## config.mk

```make
export PLATFORM = sky130hd
export DESIGN_NAME = mem_port_arbiter
export DESIGN_NICKNAME = d
export VERILOG_FILES = /design/src/rtl/pipeline_mem_pkg.sv /design/src/rtl/arb_starve_ctr.sv /design/src/rtl/mem_port_arbiter.sv
export SDC_FILE = /design/constraint.sdc
export NUM_CORES = 1
export LEC_CHECK = 0
export ABC_CLOCK_PERIOD_IN_PS = 4750
export CORE_ASPECT_RATIO = 1.5
export CORE_MARGIN = 5
export CORE_UTILIZATION = 39
export DETAILED_ROUTE_END_ITERATION = 12
export GPL_TIMING_DRIVEN = 0
export PLACE_DENSITY = 0.95
export SLEW_MARGIN = 0
export SYNTH_ARGS = -nofsm -noshare
export SYNTH_HDL_FRONTEND = slang
export SYNTH_SLANG_ARGS = --single-unit
```

## constraint.sdc

```tcl
create_clock -name clk -period 4.75 [get_ports clk]
set_input_delay 1.1875 -clock clk [delete_from_list [all_inputs] [get_ports clk]]
set_output_delay 1.1875 -clock clk [all_outputs]
set_load 0.005 [all_outputs]
```

## src/rtl/pipeline_mem_pkg.sv

```systemverilog
// Shared types and helpers for the unified instruction/data memory port.
package pipeline_mem_pkg;

  localparam int ADDR_W_DEF = 32;
  localparam int DATA_W_DEF = 32;

  typedef enum logic {
    ST_IDLE,
    ST_BUSY
  } state_e;

  typedef enum logic {
    OWN_IF = 1'b0,
    OWN_D  = 1'b1
  } owner_e;

  function automatic int clog2(input int value);
    int result;
    int v;
    result = 0;
    v = value - 1;
    while (v > 0) begin
      result = result + 1;
      v = v >> 1;
    end
    return result;
  endfunction

endpackage

```

## src/rtl/arb_starve_ctr.sv

```systemverilog
// Saturating count of data grants that bypassed a waiting fetch; sat forces
// the next arbitration in favour of instruction fetch.
module arb_starve_ctr
  import pipeline_mem_pkg::*;
#(
  parameter int MAX = 4
) (
  input  logic clk,
  input  logic rst,
  input  logic inc,
  input  logic clr,
  output logic sat
);

  localparam int W = clog2(MAX + 1);

  logic [W-1:0] cnt_q, cnt_d;

  // Clear wins over increment so an IF grant always restarts the window.
  always_comb begin
    cnt_d = cnt_q;
    if (clr) begin
      cnt_d = '0;
    end else if (inc && (cnt_q != W'(MAX))) begin
      cnt_d = cnt_q + W'(1);
    end
  end

  always_ff @(posedge clk or posedge rst) begin
    if (rst) begin
      cnt_q <= '0;
    end else begin
      cnt_q <= cnt_d;
    end
  end

  assign sat = (cnt_q == W'(MAX));

endmodule

```

## src/rtl/mem_port_arbiter.sv

```systemverilog
// Shares a single-ported fixed-latency memory between instruction fetch and
// data access: data has priority, a starvation guard eventually forces fetch.
module mem_port_arbiter
  import pipeline_mem_pkg::*;
#(
  parameter int ADDR_W     = ADDR_W_DEF,
  parameter int DATA_W     = DATA_W_DEF,
  parameter int MEM_LAT    = 2,
  parameter int STARVE_MAX = 4
) (
  input  logic              clk,
  input  logic              rst,
  input  logic              if_req,
  input  logic [ADDR_W-1:0] if_addr,
  output logic              if_gnt,
  output logic              if_rvalid,
  output logic [DATA_W-1:0] if_rdata,
  input  logic              d_req,
  input  logic              d_we,
  input  logic [ADDR_W-1:0] d_addr,
  input  logic [DATA_W-1:0] d_wdata,
  output logic              d_gnt,
  output logic              d_rvalid,
  output logic [DATA_W-1:0] d_rdata,
  output logic              mem_en,
  output logic              mem_we,
  output logic [ADDR_W-1:0] mem_addr,
  output logic [DATA_W-1:0] mem_wdata,
  input  logic [DATA_W-1:0] mem_rdata
);

  localparam int CntW = clog2(MEM_LAT + 1);

  state_e            state_q, state_d;
  owner_e            owner_q, owner_d;
  logic [CntW-1:0]   latCnt_q, latCnt_d;
  logic              memEn_q, memEn_d;
  logic              memWe_q, memWe_d;
  logic [ADDR_W-1:0] memAddr_q, memAddr_d;
  logic [DATA_W-1:0] memWdata_q, memWdata_d;

  logic isIdle;
  logic grantIf;
  logic grantD;
  logic respNow;
  logic starveSat;
  logic starveInc;
  logic starveClr;

  // Grants are gated by rst so the accept pulses drop the instant reset rises.
  always_comb begin
    isIdle  = (state_q == ST_IDLE);
    grantIf = isIdle && !rst && if_req && (!d_req || starveSat);
    grantD  = isIdle && !rst && d_req && !grantIf;
    respNow = (state_q == ST_BUSY) && (latCnt_q == '0);
  end

  always_comb begin
    starveInc = grantD && if_req;
    starveClr = grantIf || (isIdle && !if_req);
  end

  arb_starve_ctr #(
    .MAX(STARVE_MAX)
  ) u_starve (
    .clk(clk),
    .rst(rst),
    .inc(starveInc),
    .clr(starveClr),
    .sat(starveSat)
  );

  always_comb begin
    state_d    = state_q;
    owner_d    = owner_q;
    latCnt_d   = latCnt_q;
    memEn_d    = 1'b0;
    memWe_d    = memWe_q;
    memAddr_d  = memAddr_q;
    memWdata_d = memWdata_q;
    case (state_q)
      ST_IDLE: begin
        if (grantIf || grantD) begin
          state_d    = ST_BUSY;
          owner_d    = grantD ? OWN_D : OWN_IF;
          latCnt_d   = CntW'(MEM_LAT);
          memEn_d    = 1'b1;
          memWe_d    = grantD && d_we;
          memAddr_d  = grantD ? d_addr : if_addr;
          memWdata_d = grantD ? d_wdata : '0;
        end
      end
      ST_BUSY: begin
        if (latCnt_q != '0) begin
          latCnt_d = latCnt_q - CntW'(1);
        end else begin
          state_d = ST_IDLE;
        end
      end
      default: begin
        state_d = ST_IDLE;
      end
    endcase
  end

  always_ff @(posedge clk or posedge rst) begin
    if (rst) begin
      state_q    <= ST_IDLE;
      owner_q    <= OWN_IF;
      latCnt_q   <= '0;
      memEn_q    <= 1'b0;
      memWe_q    <= 1'b0;
      memAddr_q  <= '0;
      memWdata_q <= '0;
    end else begin
      state_q    <= state_d;
      owner_q    <= owner_d;
      latCnt_q   <= latCnt_d;
      memEn_q    <= memEn_d;
      memWe_q    <= memWe_d;
      memAddr_q  <= memAddr_d;
      memWdata_q <= memWdata_d;
    end
  end

  // Responses route to the owner only; stores return zero data as an ack.
  always_comb begin
    if_gnt    = grantIf;
    d_gnt     = grantD;
    if_rvalid = respNow && (owner_q == OWN_IF);
    d_rvalid  = respNow && (owner_q == OWN_D);
    if_rdata  = if_rvalid ? mem_rdata : '0;
    d_rdata   = (d_rvalid && !memWe_q) ? mem_rdata : '0;
    mem_en    = memEn_q;
    mem_we    = memWe_q;
    mem_addr  = memAddr_q;
    mem_wdata = memWdata_q;
  end

endmodule
```

==> results.md <==
Job:
- The number of max-capacitance violations reported is 0.

Clock network:
- The TritonCTS clock tree is done.
- The number of hold buffers added after CTS was 0.
- The number of buffers created by CTS is 9.
- Once the clock tree was built, the setup fixing pass inserted 0 buffers.
- The number of sinks driven by the clock tree is 73.
- The tree is rooted in a clkbuf_16.
- The H-tree was split into 3 levels.
- Counting along the longest clock path gives a buffer depth of 2.
- After clock tree synthesis, the clock-pin slew on the worst setup and hold paths is 0.06 ns.
- The number of gates given a new drive strength after cts is 0.
- The later-pin clock latency in the skew report is 0.34 ns.

Synthesis:
- The net count after synthesis is 496.
- The synthesized netlist contains 34 unique library cells.
- Dividing the synthesized area by the synthesized cell count gives 10.8 um2.
- The share of Yosys cell area claimed by the top area cell type is 47.0%.
- The post-synthesis sequential area ratio is 47.0%.
- The number of flip-flops and latches in the synthesized netlist is 73.
- Yosys attributes the largest share of cell area to dfrtp_1 47%, and2_1 10%, a22o_1 7.4%.
- The number of standard cells after synthesis is 360.
- Yosys printed 0 warnings.
- The post-synthesis cell type with the largest combined area is dfrtp_1.
- The cell area after synthesis is 3890 um2.

STA:
- The post-route minimum period is 4.47 ns.
- The hold violation total from the final report came to 0.
- Setup violations remaining at the end of the flow were counted as 0.
- The final-report max-slew violation count was 0.
- Summed over all failing endpoints, the final setup total negative slack is 0 ns.
- The minimum setup slack in the final design is 0.281 ns.
- The post-route clock period utilization is 94.1%.
- For this run, the top clock speed supported by timing is 0.224 GHz.
- Setup repair after global routing left no endpoint under its margin.
- The worst pin sits at a relative slew slack of 38.9%.
- The worst-margin pin slew is 0.917 ns.
- Between clock sinks in the finished design, the worst skew comes to 0.0116 ns.

Final layout:
- The area overhead of the layout relative to synthesis is 79.4%.
- Cells with a size suffix above 1 make up 8.58% of the layout.
- The number of fillers in the final layout is 664.
- After routing the design area is 6980 um2.
- After the last flow step, the layout net total stands at 772.

Routing:
- For this run, the detailed router's first-pass iteration total came to 4.
- The routed length on met1 is 5110 um.
- The initial detailed-routing violation count is 180.
- After detailed routing, the number of remaining DRC violations is 0.
- The routed wirelength normalized by instance count is 21.4 um.
- In the routed layout, each cell is associated on average with a via count of 5.38.
- Wire segments on met3 add up to 1820 um in the final route.
- The met2 routed wirelength is 8880 um.
- The antenna violation net count after detailed routing is 0.
- Routed signal wires occupy layers up through met5.
- The count of vias placed by the detailed router is 4076.
- The total wire length after detailed routing is 16200 um.

Placed design:
- Routability-driven placement finished with a final weighted congestion of 0.846.
- Detailed placement ended at an HPWL of 13200 um.
- At the placement stage, the worst setup path has a slack of 0.271 ns.
- After detailed placement, the total cell area comes to 6690 um2.
- In this run the tool buffered the top-level ports with 265 buffer cells.

GRT:
- The overall routing resource usage is 26.6%.
- The initial antenna violation count is 9.
- Global routing finished with a remaining overflow of 0.
- The number of global-route vias before repair is 4334.
- The first global-routing pass estimated 24800 um of wire.
- Entering global routing, the biggest net connects 74 pins.

Setup path:
- For the worst setup path, the data arrival time is 3.28 ns.
- The kind of capture point of the worst setup path is an output port.
- Walking the worst path, the cells encountered are clkdlybuf4s50_1, nor2_2, and3_1, clkbuf_1, buf_6, buf_4, clkdlybuf4s50_1.
- The critical-path cell with the highest stage delay is clkdlybuf4s50_1.
- The critical path start-end classification is in2out.
- In this run the worst path has a maximum fanout of 10.
- STA classifies the critical path startpoint as a primary input.
- Counting both buffers and inverters, the worst setup path holds a total of 5.
- The critical path's top delay family is buffers and inverters.
- The required time of the worst setup path is 3.56 ns.
- The cell that appears most often on the critical path is clkdlybuf4s50_1.
- On the worst path, the slowest cell contributes a delay of 0.52 ns.

Floorplanning:
- The number of rows created at floorplan is 44.
- The core region is 9740 um2.
- The die covers 12100 um2.
- In this run the vertical extent of the chip is 132 um.
- The floorplan step set the die width to 91.5 um.
- In this run the count of I/O pins placed on the die edge is 267.
- The initial utilization of the core area, before any placement, comes to 39.9%.

Worst hold path:
- The worst hold path class is reg2reg.

Pwr:
- The leakage power summed over all cells is 3.01 nW.
- In this run the power density over the cells is 483 nW/um2.
- The worst-case IR drop observed on VDD is 301 uV.

Status:
- The run finished with clean final reports.
==> layout by cell type, fill, tap and decap left out, types with 3 or more instances in the layout <==
master           Yosys  routed
nor2_1               5       5
o21a_1              24      24
clkbuf_16            0       9
ha_1                 3       3
and2_1              65      65
inv_1               32      31
clkbuf_1            16      16
inv_6                0       4
o21ai_0              3       3
a31oi_1              3       3
nor3b_1              9       9
a211o_1             24      24
a221o_1              8       8
a2111oi_0            9       9
a22o_1              33      33
a2111oi_2           15      15
buf_2               13      13
dfrtp_1             73      73
buf_6                5       5
clkdlybuf4s50_1      0     265
==> stage by stage <==
| step | utilization [%] | hold slack [ns] | std cells | total power [mW] |
|---|---|---|---|---|
| CTS | 71.6 | 0.478 | 756 | 3.40 |
| detailed placement | 68.6 | 0.470 | 740 | 2.72 |
| global placement | 68.6 | 0.462 | 740 | 2.65 |
| global route | 71.6 | 0.490 | 757 | 3.55 |
| finish | 71.6 | 0.480 | 757 | 3.37 |
| floorplan | - | 0.451 | 360 | 1.71 |
==> synth_stat cells <==
library cell / n
buf_6: 5
nand2b_1: 1
nor2_2: 1
nand3_2: 1
a21o_1: 1
a21oi_1: 1
and3_1: 2
ha_1: 3
clkbuf_1: 16
dfrtp_1: 73
inv_1: 32
buf_1: 1
and2_1: 65
a21boi_1: 1
nand4_1: 1
mux2i_1: 1
or3b_1: 1
nor3b_1: 9
o21ai_1: 1
a211o_1: 24
nor2b_1: 1
a22o_1: 33
buf_4: 2
or2_1: 1
a2111oi_2: 15
o21ai_2: 1
o21ai_0: 3
nand2_1: 2
nor2_1: 5
buf_2: 13
a31oi_1: 3
a2111oi_0: 9
o21a_1: 24
a221o_1: 8
==> layout make-up <==
class                   count  area [um2]  area share (%)
diodes                      1        2.50          0.0359
plain buffers              37         200            2.87
clock buffers               9         225            3.23
clock inverters             7        61.3           0.879
inverters                  32         123            1.76
multi-input cells         218        1740            25.0
flip-flops and latches     73        1830            26.2
well taps                 115         144            2.06
repair buffers            265        2650            38.0
==> layer usage <==
metal / GRT usage (%) / up-vias
met4: 7.63 / 16
met2: 50.2 / 197
li1: - / 1866
met1: 25.1 / 1961
met5: 0 / -
met3: 12.5 / 36
==> sequential cells by signal, summed over array words and instances (netlist names) <==
register        flops
mem_en              1
state_q             1
mem_addr           32
owner_q             1
mem_wdata          32
latCnt_q            2
mem_we              1
u_starve.cnt_q      3
==> worst paths after layout <==
kind	slack (ns)	cells after the start	from	to
min in group asynchronous	1.54	2	rst	mem_addr[26]
worst max-delay path	0.28	7	rst	d_gnt
worst min register to register	0.48	1	latCnt_q[0]	latCnt_q[0]
worst min-delay path	0.48	1	latCnt_q[0]	latCnt_q[0]
max in group asynchronous	2.62	2	rst	mem_addr[5]
worst max register to register	2.89	8	u_starve.cnt_q[0]	mem_wdata[4]
==> cells by family after synthesis <==
| logic type | count (synthesis) | share of synthesized area, % |
|---|---|---|
| AO/OA/AOI/OAI | 124 | 29.1 |
| AND/OR/NAND/NOR | 90 | 14.5 |
| adder cells (fa/ha/maj) | 3 | 0.965 |
| multiplexers | 1 | 0.257 |
| flip-flops | 73 | 47.0 |
| buffers and inverters | 69 | 8.24 |
==> report_power, final <==
group | switching (mW) | internal (mW) | total, mW
clock network | 0.293 | 0.365 | 0.657
registers | 0.195 | 0.921 | 1.12
logic | 0.582 | 1.01 | 1.59
==> worst reg2reg max path, cell delays in order (launching register included) <==
cell and delay [ns]:
dfrtp_1 0.41, inv_1 0.07, ha_1 0.20, nand3_2 0.15, and3_1 0.22, clkbuf_1 0.15
buf_6 0.18, buf_4 0.18, a22o_1 0.20
Note: power is estimated with default switching activity, not from simulation.
